File: src/rtl/ifetch_stage.sv
// ifetch_stage: instruction fetch with a DEPTH-credit request window, in-order instruction buffer, redirect squash.
// Latency: memory response -> decode outputs is 2 cycles (buffer write, then output register load).
// Backpressure: decode_stall freezes the outputs and buffer; requests stop once in-flight + dropped + buffered reaches DEPTH.
//
// Ports:
//   clk, rst (sync, active-low)
//   imem_req_v/imem_req_addr/imem_req_ready : fetch request handshake (word-aligned addresses)
//   imem_resp_v/imem_resp_data              : in-order responses, never back-pressured
//   redirect_v/redirect_pc                  : retarget fetch from a later stage, squashing everything younger
//   decode_stall                            : hold decode-facing outputs
//   ifetch_decode_pc/_instruction/_v        : registered instruction presented to decode (v=0 is a bubble)

// Generic synchronous FIFO: circular buffer with occupancy count and a flush that wins over push/pop.
// Latency: a pushed entry is visible at head_dat the cycle after the push.
// Backpressure: none internally; the caller never pushes when full or pops when empty.
module sync_fifo #(
    parameter int W     = 32,
    parameter int DEPTH = 2
) (
    input  logic                         clk,
    input  logic                         rst,
    input  logic                         flush,
    input  logic                         push_vld,
    input  logic [W-1:0]                 push_dat,
    input  logic                         pop_vld,
    output logic [W-1:0]                 head_dat,
    output logic [$clog2(DEPTH+1)-1:0]   cnt
);
    localparam int CW = $clog2(DEPTH + 1);
    localparam int PW = (DEPTH > 1) ? $clog2(DEPTH) : 1;

    logic [W-1:0]  mem [DEPTH];
    logic [PW-1:0] wr_ptr;
    logic [PW-1:0] rd_ptr;

    // Pointers wrap at DEPTH, which need not be a power of two.
    function automatic logic [PW-1:0] ptr_inc(input logic [PW-1:0] p);
        return (p == PW'(DEPTH - 1)) ? '0 : p + PW'(1);
    endfunction

    always_ff @(posedge clk) begin
        if (!rst || flush) begin
            wr_ptr <= '0;
            rd_ptr <= '0;
            cnt    <= '0;
        end else begin
            if (push_vld) wr_ptr <= ptr_inc(wr_ptr);
            if (pop_vld)  rd_ptr <= ptr_inc(rd_ptr);
            if (push_vld && !pop_vld)      cnt <= cnt + CW'(1);
            else if (!push_vld && pop_vld) cnt <= cnt - CW'(1);
        end
    end

    always_ff @(posedge clk) begin
        if (push_vld) mem[wr_ptr] <= push_dat;
    end

    assign head_dat = mem[rd_ptr];
endmodule

module ifetch_stage #(
    parameter logic [31:0] RESET_PC = 32'h0000_0000,
    parameter int          DEPTH    = 2
) (
    input  logic        clk,
    input  logic        rst,
    output logic        imem_req_v,
    output logic [31:0] imem_req_addr,
    input  logic        imem_req_ready,
    input  logic        imem_resp_v,
    input  logic [31:0] imem_resp_data,
    input  logic        redirect_v,
    input  logic [31:0] redirect_pc,
    input  logic        decode_stall,
    output logic [31:0] ifetch_decode_pc,
    output logic [31:0] ifetch_decode_instruction,
    output logic        ifetch_decode_v
);
    localparam int          CW  = $clog2(DEPTH + 1);
    localparam logic [31:0] NOP = 32'h0000_0013;

    logic [31:0] fpc;
    logic [CW-1:0] drop_cnt;
    logic [CW-1:0] infl_cnt;
    logic [CW-1:0] ibuf_cnt;
    logic [31:0] infl_pc;
    logic [63:0] ibuf_head;
    logic [CW:0] outstanding;
    logic        req_fire;
    logic        resp_live;
    logic        ibuf_pop;

    // The buffer head moves to the output register whenever decode is free.
    assign ibuf_pop = !redirect_v && !decode_stall && (ibuf_cnt != '0);

    // Credits: live in-flight + squashed-but-undrained + buffered. The entry leaving the
    // buffer this cycle frees its slot immediately, so a 1-cycle memory streams at full rate.
    assign outstanding = {1'b0, infl_cnt} + {1'b0, drop_cnt} + {1'b0, ibuf_cnt}
                       - {{CW{1'b0}}, ibuf_pop};

    assign imem_req_v    = rst && !redirect_v && (outstanding < (CW+1)'(DEPTH));
    assign imem_req_addr = fpc;
    assign req_fire      = imem_req_v && imem_req_ready;

    // Responses owed to squashed requests are always older than live ones, so they are
    // the first drop_cnt responses to come back.
    assign resp_live = imem_resp_v && (drop_cnt == '0);

    sync_fifo #(.W(32), .DEPTH(DEPTH)) u_infl (
        .clk      (clk),
        .rst      (rst),
        .flush    (redirect_v),
        .push_vld (req_fire),
        .push_dat (fpc),
        .pop_vld  (resp_live),
        .head_dat (infl_pc),
        .cnt      (infl_cnt)
    );

    sync_fifo #(.W(64), .DEPTH(DEPTH)) u_ibuf (
        .clk      (clk),
        .rst      (rst),
        .flush    (redirect_v),
        .push_vld (resp_live),
        .push_dat ({infl_pc, imem_resp_data}),
        .pop_vld  (ibuf_pop),
        .head_dat (ibuf_head),
        .cnt      (ibuf_cnt)
    );

    always_ff @(posedge clk) begin
        if (!rst)              fpc <= RESET_PC;
        else if (redirect_v)   fpc <= redirect_pc & 32'hFFFF_FFFC;
        else if (req_fire)     fpc <= fpc + 32'd4;
    end

    // On redirect every live request becomes a drop; a response landing in the same
    // cycle is one of them and is consumed right away.
    always_ff @(posedge clk) begin
        if (!rst)
            drop_cnt <= '0;
        else if (redirect_v)
            drop_cnt <= drop_cnt + infl_cnt - CW'(imem_resp_v);
        else if (imem_resp_v && (drop_cnt != '0))
            drop_cnt <= drop_cnt - CW'(1);
    end

    // A bubble keeps the previous pc; redirect forces a bubble even under stall.
    always_ff @(posedge clk) begin
        if (!rst) begin
            ifetch_decode_v           <= 1'b0;
            ifetch_decode_instruction <= NOP;
            ifetch_decode_pc          <= RESET_PC;
        end else if (redirect_v || !decode_stall) begin
            if (ibuf_pop) begin
                ifetch_decode_v           <= 1'b1;
                ifetch_decode_pc          <= ibuf_head[63:32];
                ifetch_decode_instruction <= ibuf_head[31:0];
            end else begin
                ifetch_decode_v           <= 1'b0;
                ifetch_decode_instruction <= NOP;
            end
        end
    end
endmodule
File: config.mk
export PLATFORM = sky130hd
export DESIGN_NAME = ifetch_stage
export DESIGN_NICKNAME = d
export VERILOG_FILES = /design/src/rtl/ifetch_stage.sv
export SDC_FILE = /design/constraint.sdc
export NUM_CORES = 1
export LEC_CHECK = 0
export ABC_CLOCK_PERIOD_IN_PS = 11800
export CAP_MARGIN = 40
export CORE_ASPECT_RATIO = 1.25
export CORE_MARGIN = 2
export CORE_UTILIZATION = 45
export DETAILED_ROUTE_END_ITERATION = 10
export HOLD_SLACK_MARGIN = 0.15
export MAX_ROUTING_LAYER = met4
export PLACE_DENSITY_LB_ADDON = 0.1
export SYNTH_ARGS = -nofsm -noshare
export SYNTH_HDL_FRONTEND = slang
export SYNTH_SLANG_ARGS = --single-unit
File: constraint.sdc
create_clock -name clk -period 11.8 [get_ports clk]
set_input_delay 2.36 -clock clk [delete_from_list [all_inputs] [get_ports clk]]
set_output_delay 2.36 -clock clk [all_outputs]
set_load 0.005 [all_outputs]
# Word-level counts from Yosys, hierarchy flattened
# Memories as Yosys holds them, arrays and structs flattened. A register that Yosys moved wholly into a read port is not among the register bits.
# Cells that the tools add are included.
dict set report op_classes {
  add_sub_neg 15
  order_cmp 1
  muxes 22
  bitwise 1
  n_reduce_logical 28
}
# cell count
set ops {}
lappend ops {{$mux W32} 3}
lappend ops {{$add A32 B3 Y32 const B} 1}
lappend ops {{$mux W1} 13}
lappend ops {{$mux W2} 6}
lappend ops {{$reduce_bool A2 Y1} 6}
lappend ops {{$logic_and A1 B1 Y1} 11}
lappend ops {{$logic_not A1 Y1} 6}
lappend ops {{$sub A2 B1 Y2 const B} 3}
lappend ops {{$add A1 B1 Y1 const B} 4}
lappend ops {{$add A2 B1 Y2 const B} 2}
lappend ops {{$add A2 B2 Y3} 1}
lappend ops {{$add A3 B2 Y3} 1}
lappend ops {{$lt A3 B2 Y1 const B} 1}
lappend ops {{$sub A3 B1 Y3} 1}
lappend ops {{$add A2 B2 Y2} 1}
lappend ops {{$logic_not A2 Y1} 1}
lappend ops {{$logic_or A1 B1 Y1} 2}
lappend ops {{$reduce_and A2 Y1} 1}
lappend ops {{$reduce_or A2 Y1} 1}
lappend ops {{$sub A2 B1 Y2} 1}
lappend ops {{$not A1 Y1} 1}
dict set report totals {
  regBits 107
  ram_bits 192
  in_bits 70
  output_inout_bits 98
  word_cells 81
  n_memories 2
}
# name words width read_ports rd_clocked_by_memory_dff wr line_no
set memory_table {}
lappend memory_table {u_ibuf.mem 2 64 1 1 1 32} ;# logic [W-1:0] mem [DEPTH];
lappend memory_table {u_infl.mem 2 32 1 1 1 32}

# Depth between registers and ports, before layout
dict set report depth {
  ltp_word 11
  ltp_mapped 17
  depth_no_buf 15
}

# Hierarchy
# Synthesis repeated with hierarchy kept, for this count alone.
dict set report unflattened {
  hier_cells 832
  area_unflattened_um2 11494.8
}
# mod n_inst cells_each area_each_um2 seq_area_each_um2
set by_module_without_submodules {}
lappend by_module_without_submodules {{sync_fifo (u_ibuf)} 1 220 4844.6 3943.8}
lappend by_module_without_submodules {ifetch_stage 1 491 4127.7 1941.9}
lappend by_module_without_submodules {{sync_fifo (u_infl)} 1 121 2522.4 2021.9}

# Worst setup path before layout
# OpenSTA, ideal clock, no wires.
dict set report synth_timing {
  path_type {input to output}
  from {input redirect_v}
  to {output imem_req_v}
  t_arrival_ps 4552
  required_time_ps 9440
  slack_ps 4888
  stages 11
  path_buffers 1
  path_cell_list {nor2_1 > o21ai_1 > inv_2 > clkbuf_1 > ha_1 > inv_1 > ha_1 > a21o_1 > ha_1 > xor3_1 > nor3_1}
}
dict set report synth_between {
  elab_chain_cells 6
  word_cells_on_any_way 7
  cone_classes {add/sub (1); order compare (1); reduce/logical (5)}
}
# element line_no
set synth_lines {}
lappend synth_lines {{from (decl)} 72} ;# input logic redirect_v,
lappend synth_lines {{$logic_not A1 Y1} 94} ;# assign ibuf_pop = !redirect_v && !decode_stall && (ibuf_cnt != '0);
lappend synth_lines {{$logic_and A1 B1 Y1 (2 in a row)} 94}
lappend synth_lines {{via ibuf_pop} 91} ;# logic ibuf_pop;
lappend synth_lines {{$sub A3 B1 Y3} 99} ;# - {{CW{1'b0}}, ibuf_pop};
lappend synth_lines {{$lt A3 B2 Y1} 101} ;# assign imem_req_v = rst && !redirect_v && (outstanding < (CW+1)'(DEPTH));
lappend synth_lines {{$logic_and A1 B1 Y1} 101}
lappend synth_lines {{to (decl)} 67} ;# output logic imem_req_v,
# The timed path passes the listed nets, and every way through them passes these cells.

# Worst setup path in the final report
dict set report layout_timing {
  from {input redirect_v}
  to {output imem_req_v}
}
dict set report layout_between {
  elab_chain_cells 6
  word_cells_on_any_way 7
  cone_classes {add/sub (1); order compare (1); reduce/logical (5)}
}
# element line_no
set layout_lines {}
lappend layout_lines {{$logic_not A1 Y1 (*)} {94, 101}}
lappend layout_lines {{$logic_and A1 B1 Y1 (2 in a row)} 94}
lappend layout_lines {{$sub A3 B1 Y3} 99}
lappend layout_lines {{$lt A3 B2 Y1} 101}
lappend layout_lines {{$logic_and A1 B1 Y1 (*)} 101}
# Mark *: on every way between the ends. The rest lies on a longest branch, timed or not.

==> results.sh <==
export IMPL_synth_top_family_by_area="simple AND/OR/NAND/NOR gates"
export IMPL_clkSlewWorstSetupHoldPaths_ns=0.05
export IMPL_synth_flop_cell="edfxtp_1"
export IMPL_dr_pass1_iters=5
export IMPL_critPathTopFamily="buffers and inverters"
export IMPL_synth_compound_area_share_pct=7.73
export IMPL_synth_xor_area_share_pct=1.80
export IMPL_ys_seq_area_share_pct=68.8
export IMPL_h_tree_depth=1
export IMPL_syn_area_sq_um=11100
export IMPL_worstSetupEndpointType="primary output"
export IMPL_place_area_sq_um=13100
export IMPL_routed_via_count=6996
export IMPL_post_synth_top_area_fraction_pct=49.9
export IMPL_io_buffers=161
export IMPL_critPathBufInv=6
export IMPL_crit_fanout=62
export IMPL_clk_latency_ns=0.53
export IMPL_clock_skew_ns=0.0131
export IMPL_yosys_top_cells_area="edfxtp_1 (50%), dfxtp_1 (19%), mux2i_1 (5.4%), nor2_1 (4.0%), mux2_2 (3.6%)"
export IMPL_hold_path_class="reg2reg"
export IMPL_ys_ff_latch=289
export IMPL_drc=0
export IMPL_max_cap_viol_count=0
export IMPL_ir_worst_vdd_mv=0.0941
export IMPL_first_global_vias=6974
export IMPL_run_status="completed"
export IMPL_slowest_stage="clkdlybuf4s50_1"
export IMPL_grt_pass1_wl_microns=36700
export IMPL_tns_ns=0
export IMPL_fin_crit_sh_pct=73.5
export IMPL_cts_setup_buffers=0
export IMPL_dp_hpwl_microns=15100
export IMPL_numCtsBuffers=29
export IMPL_max_clock_freq_mhz=115
export IMPL_drt_iter0_drc=261
export IMPL_num_io_pins=168
export IMPL_tritoncts="done"
export IMPL_setup_viol=0
export IMPL_cp_cell_sequence="clkdlybuf4s50_1 > buf_4 > nor2_1 > o21ai_4 > inv_2 > buf_4 > ha_1 > inv_1 > fa_1 > ha_1 > xor3_1 > nor3_1 > clkdlybuf4s50_1"
export IMPL_yosysWarningCount=0
export IMPL_synthArstFlopShare_pct=0
export IMPL_max_slew_worst_pin_slew_ns=0.825
export IMPL_cp_required_ns=9.44
export IMPL_synthAdderAreaFrac_pct=1.31
export IMPL_gr_total_overflow=0
export IMPL_p_per_area_nw_per_um2=170
export IMPL_synth_edff_count=184
export IMPL_postRouteAntennaNets=0
export IMPL_synth_top_area_cell="edfxtp_1"
export IMPL_postCtsHoldBufs=0
export IMPL_wl_per_cell_microns=17.1
export IMPL_clk_path_buf_depth=3
export IMPL_critPathKind="in2out"
export IMPL_num_rows=64
export IMPL_dieArea_sq_um=25900
export IMPL_die_h_microns=179
export IMPL_final_nets=1083
export IMPL_antenna_found_initial=0
export IMPL_clock_sinks=289
export IMPL_layout_setup_ws_ns=3.13
export IMPL_postSynthAreaPerCell_sq_um=13.2
export IMPL_drive_gt1_share_pct=10.5
export IMPL_synth_mux_area_share_pct=8.98
export IMPL_syn2layout_area_growth_pct=27.7
export IMPL_cts_resized=0
export IMPL_p_leak_nw=4.65
export IMPL_netlist_instances=839
export IMPL_grt_use_total_pct=18.4
export IMPL_fin_crit_ns=8.67
export IMPL_rsz0062_at_grt="no"
export IMPL_design_area_sq_um=14100
export IMPL_slew_viol_final=0
export IMPL_r2r_slack_ns=7.25
export IMPL_fin_util_pct=58.1
export IMPL_finalHoldViolCount=0
export IMPL_place_congestion=0.831
export IMPL_ctsRootBufferMaster="clkbuf_16"
export IMPL_synthSimpleGateAreaFrac_pct=9.00
export IMPL_diodes=0
export IMPL_finalWirelength_microns=23100
export IMPL_fp_dieW_microns=144
export IMPL_vias_per_cell=5.17
export IMPL_grt_max_degree=63
export IMPL_critPathLaunchType="input port"
export IMPL_worstPathArrival_ns=6.31
export IMPL_slowest_delay_ns=0.55
export IMPL_synthDistinctLibCells=54
export IMPL_place_ws_ns=3.16
export IMPL_maxSlewHeadroom_pct=45.0
export IMPL_core_sq_um=24300
export IMPL_start_util_pct=45.5
cell usage in the layout (no fill, tap or decap), drive strengths merged, types with 5 or more instances in the layout:
master,instances
o211ai,5
dfxtp,105
xnor2,10
mux2,35
a211oi,33
a21oi,58
a31oi,7
nand3,14
clkdlybuf4s50,161
buf,15
edfxtp,184
nor2,119
nand2,35
xor2,10
inv,17
o21ai,20
mux2i,60
nor4,6
nor3,6
nand4,13
ha,10
or3,7
clkbuf,42
stage by stage:
step	cells	total power, W	hold slack, ns
2_1_floorplan	842	0.00137	0.453
3_3_place_gp	1296	0.00147	0.442
3_5_place_dp	1301	0.00148	0.457
4_1_cts	1353	0.00243	0.464
5_1_grt	1353	0.00251	0.481
6_report	1353	0.00240	0.460
area by class of cell:
cell class              count  area (sq um)
multi-input cells         489          3230
well taps                 330           413
flip-flops and latches    289          7630
repair buffers            176          1800
clock inverters            10           161
fillers                  2051         10200
inverters                  17          65.1
clock buffers              42           837
synth_stat cells, drive strengths merged, types with 5 or more instances:
cell type / instances
xor2: 10
a31oi: 7
nor2: 119
a211oi: 33
buf: 8
or3: 7
nor4: 6
inv: 16
dfxtp: 105
mux2i: 60
o211ai: 5
a21oi: 58
xnor2: 10
nand4: 13
nand2: 35
mux2: 35
edfxtp: 184
nand3: 14
clkbuf: 39
nor3: 6
o21ai: 20
ha: 10
flip-flops by register name, summed over array words and instances, names as in the netlist, named ones only:
| register | flops |
|---|---|
| u_infl.mem | 60 |
| u_infl.rd_ptr | 1 |
| u_ibuf.mem | 124 |
| ifetch_decode_v | 1 |
| u_infl.wr_ptr | 1 |
| u_infl.cnt | 2 |
| drop_cnt | 2 |
| ifetch_decode_instruction | 32 |
| ifetch_decode_pc | 30 |
| u_ibuf.rd_ptr | 1 |
| u_ibuf.cnt | 2 |
| u_ibuf.wr_ptr | 1 |
| imem_req_addr | 30 |
worst min-delay path: cells and delay by family (launching register included):
family	cells	cell delay (ns)
AND/OR/NAND/NOR	1	0.05
AO/OA/AOI/OAI	1	0.06
flip-flops	1	0.31
final timing paths:
kind,cells past startpoint,endpoint,start
setup / recovery,13,imem_req_v,redirect_v
hold / removal,2,ifetch_decode_v$_SDFFE_PN0N_,ifetch_decode_v$_SDFFE_PN0N_
setup reg to reg,12,u_infl.mem[1][30]$_DFFE_PP_,u_ibuf.cnt[1]$_SDFFE_PP0P_
hold reg to reg,2,ifetch_decode_v$_SDFFE_PN0N_,ifetch_decode_v$_SDFFE_PN0N_
logic make-up after synthesis:
kind of cell               Yosys count
other                                1
xor gates and xnor gates            21
AOI/OAI and AO/OA                  140
muxes                               95
and+or+nand+nor                    218
adders and majority gates           11
buffers and inverters               64
DFF                                289
power by group:
part | total, W | switching, W | internal (W)
clock network | 0.000945 | 0.000366 | 0.000579
logic | 0.000258 | 0.000136 | 0.000122
registers | 0.00120 | 0.0000391 | 0.00116
total | 0.00240 | 0.000541 | 0.00186
routing by layer:
layer  track usage, %  up-vias  part of all wire, %
met5                -        -                    0
met4             4.16        0                  1.6
met3             3.44       26                  6.3
met2             31.6      196                   50
met1             22.4     3375                   42
li1                 -     3399                    -
Note: power is estimated with default switching activity, not from simulation.
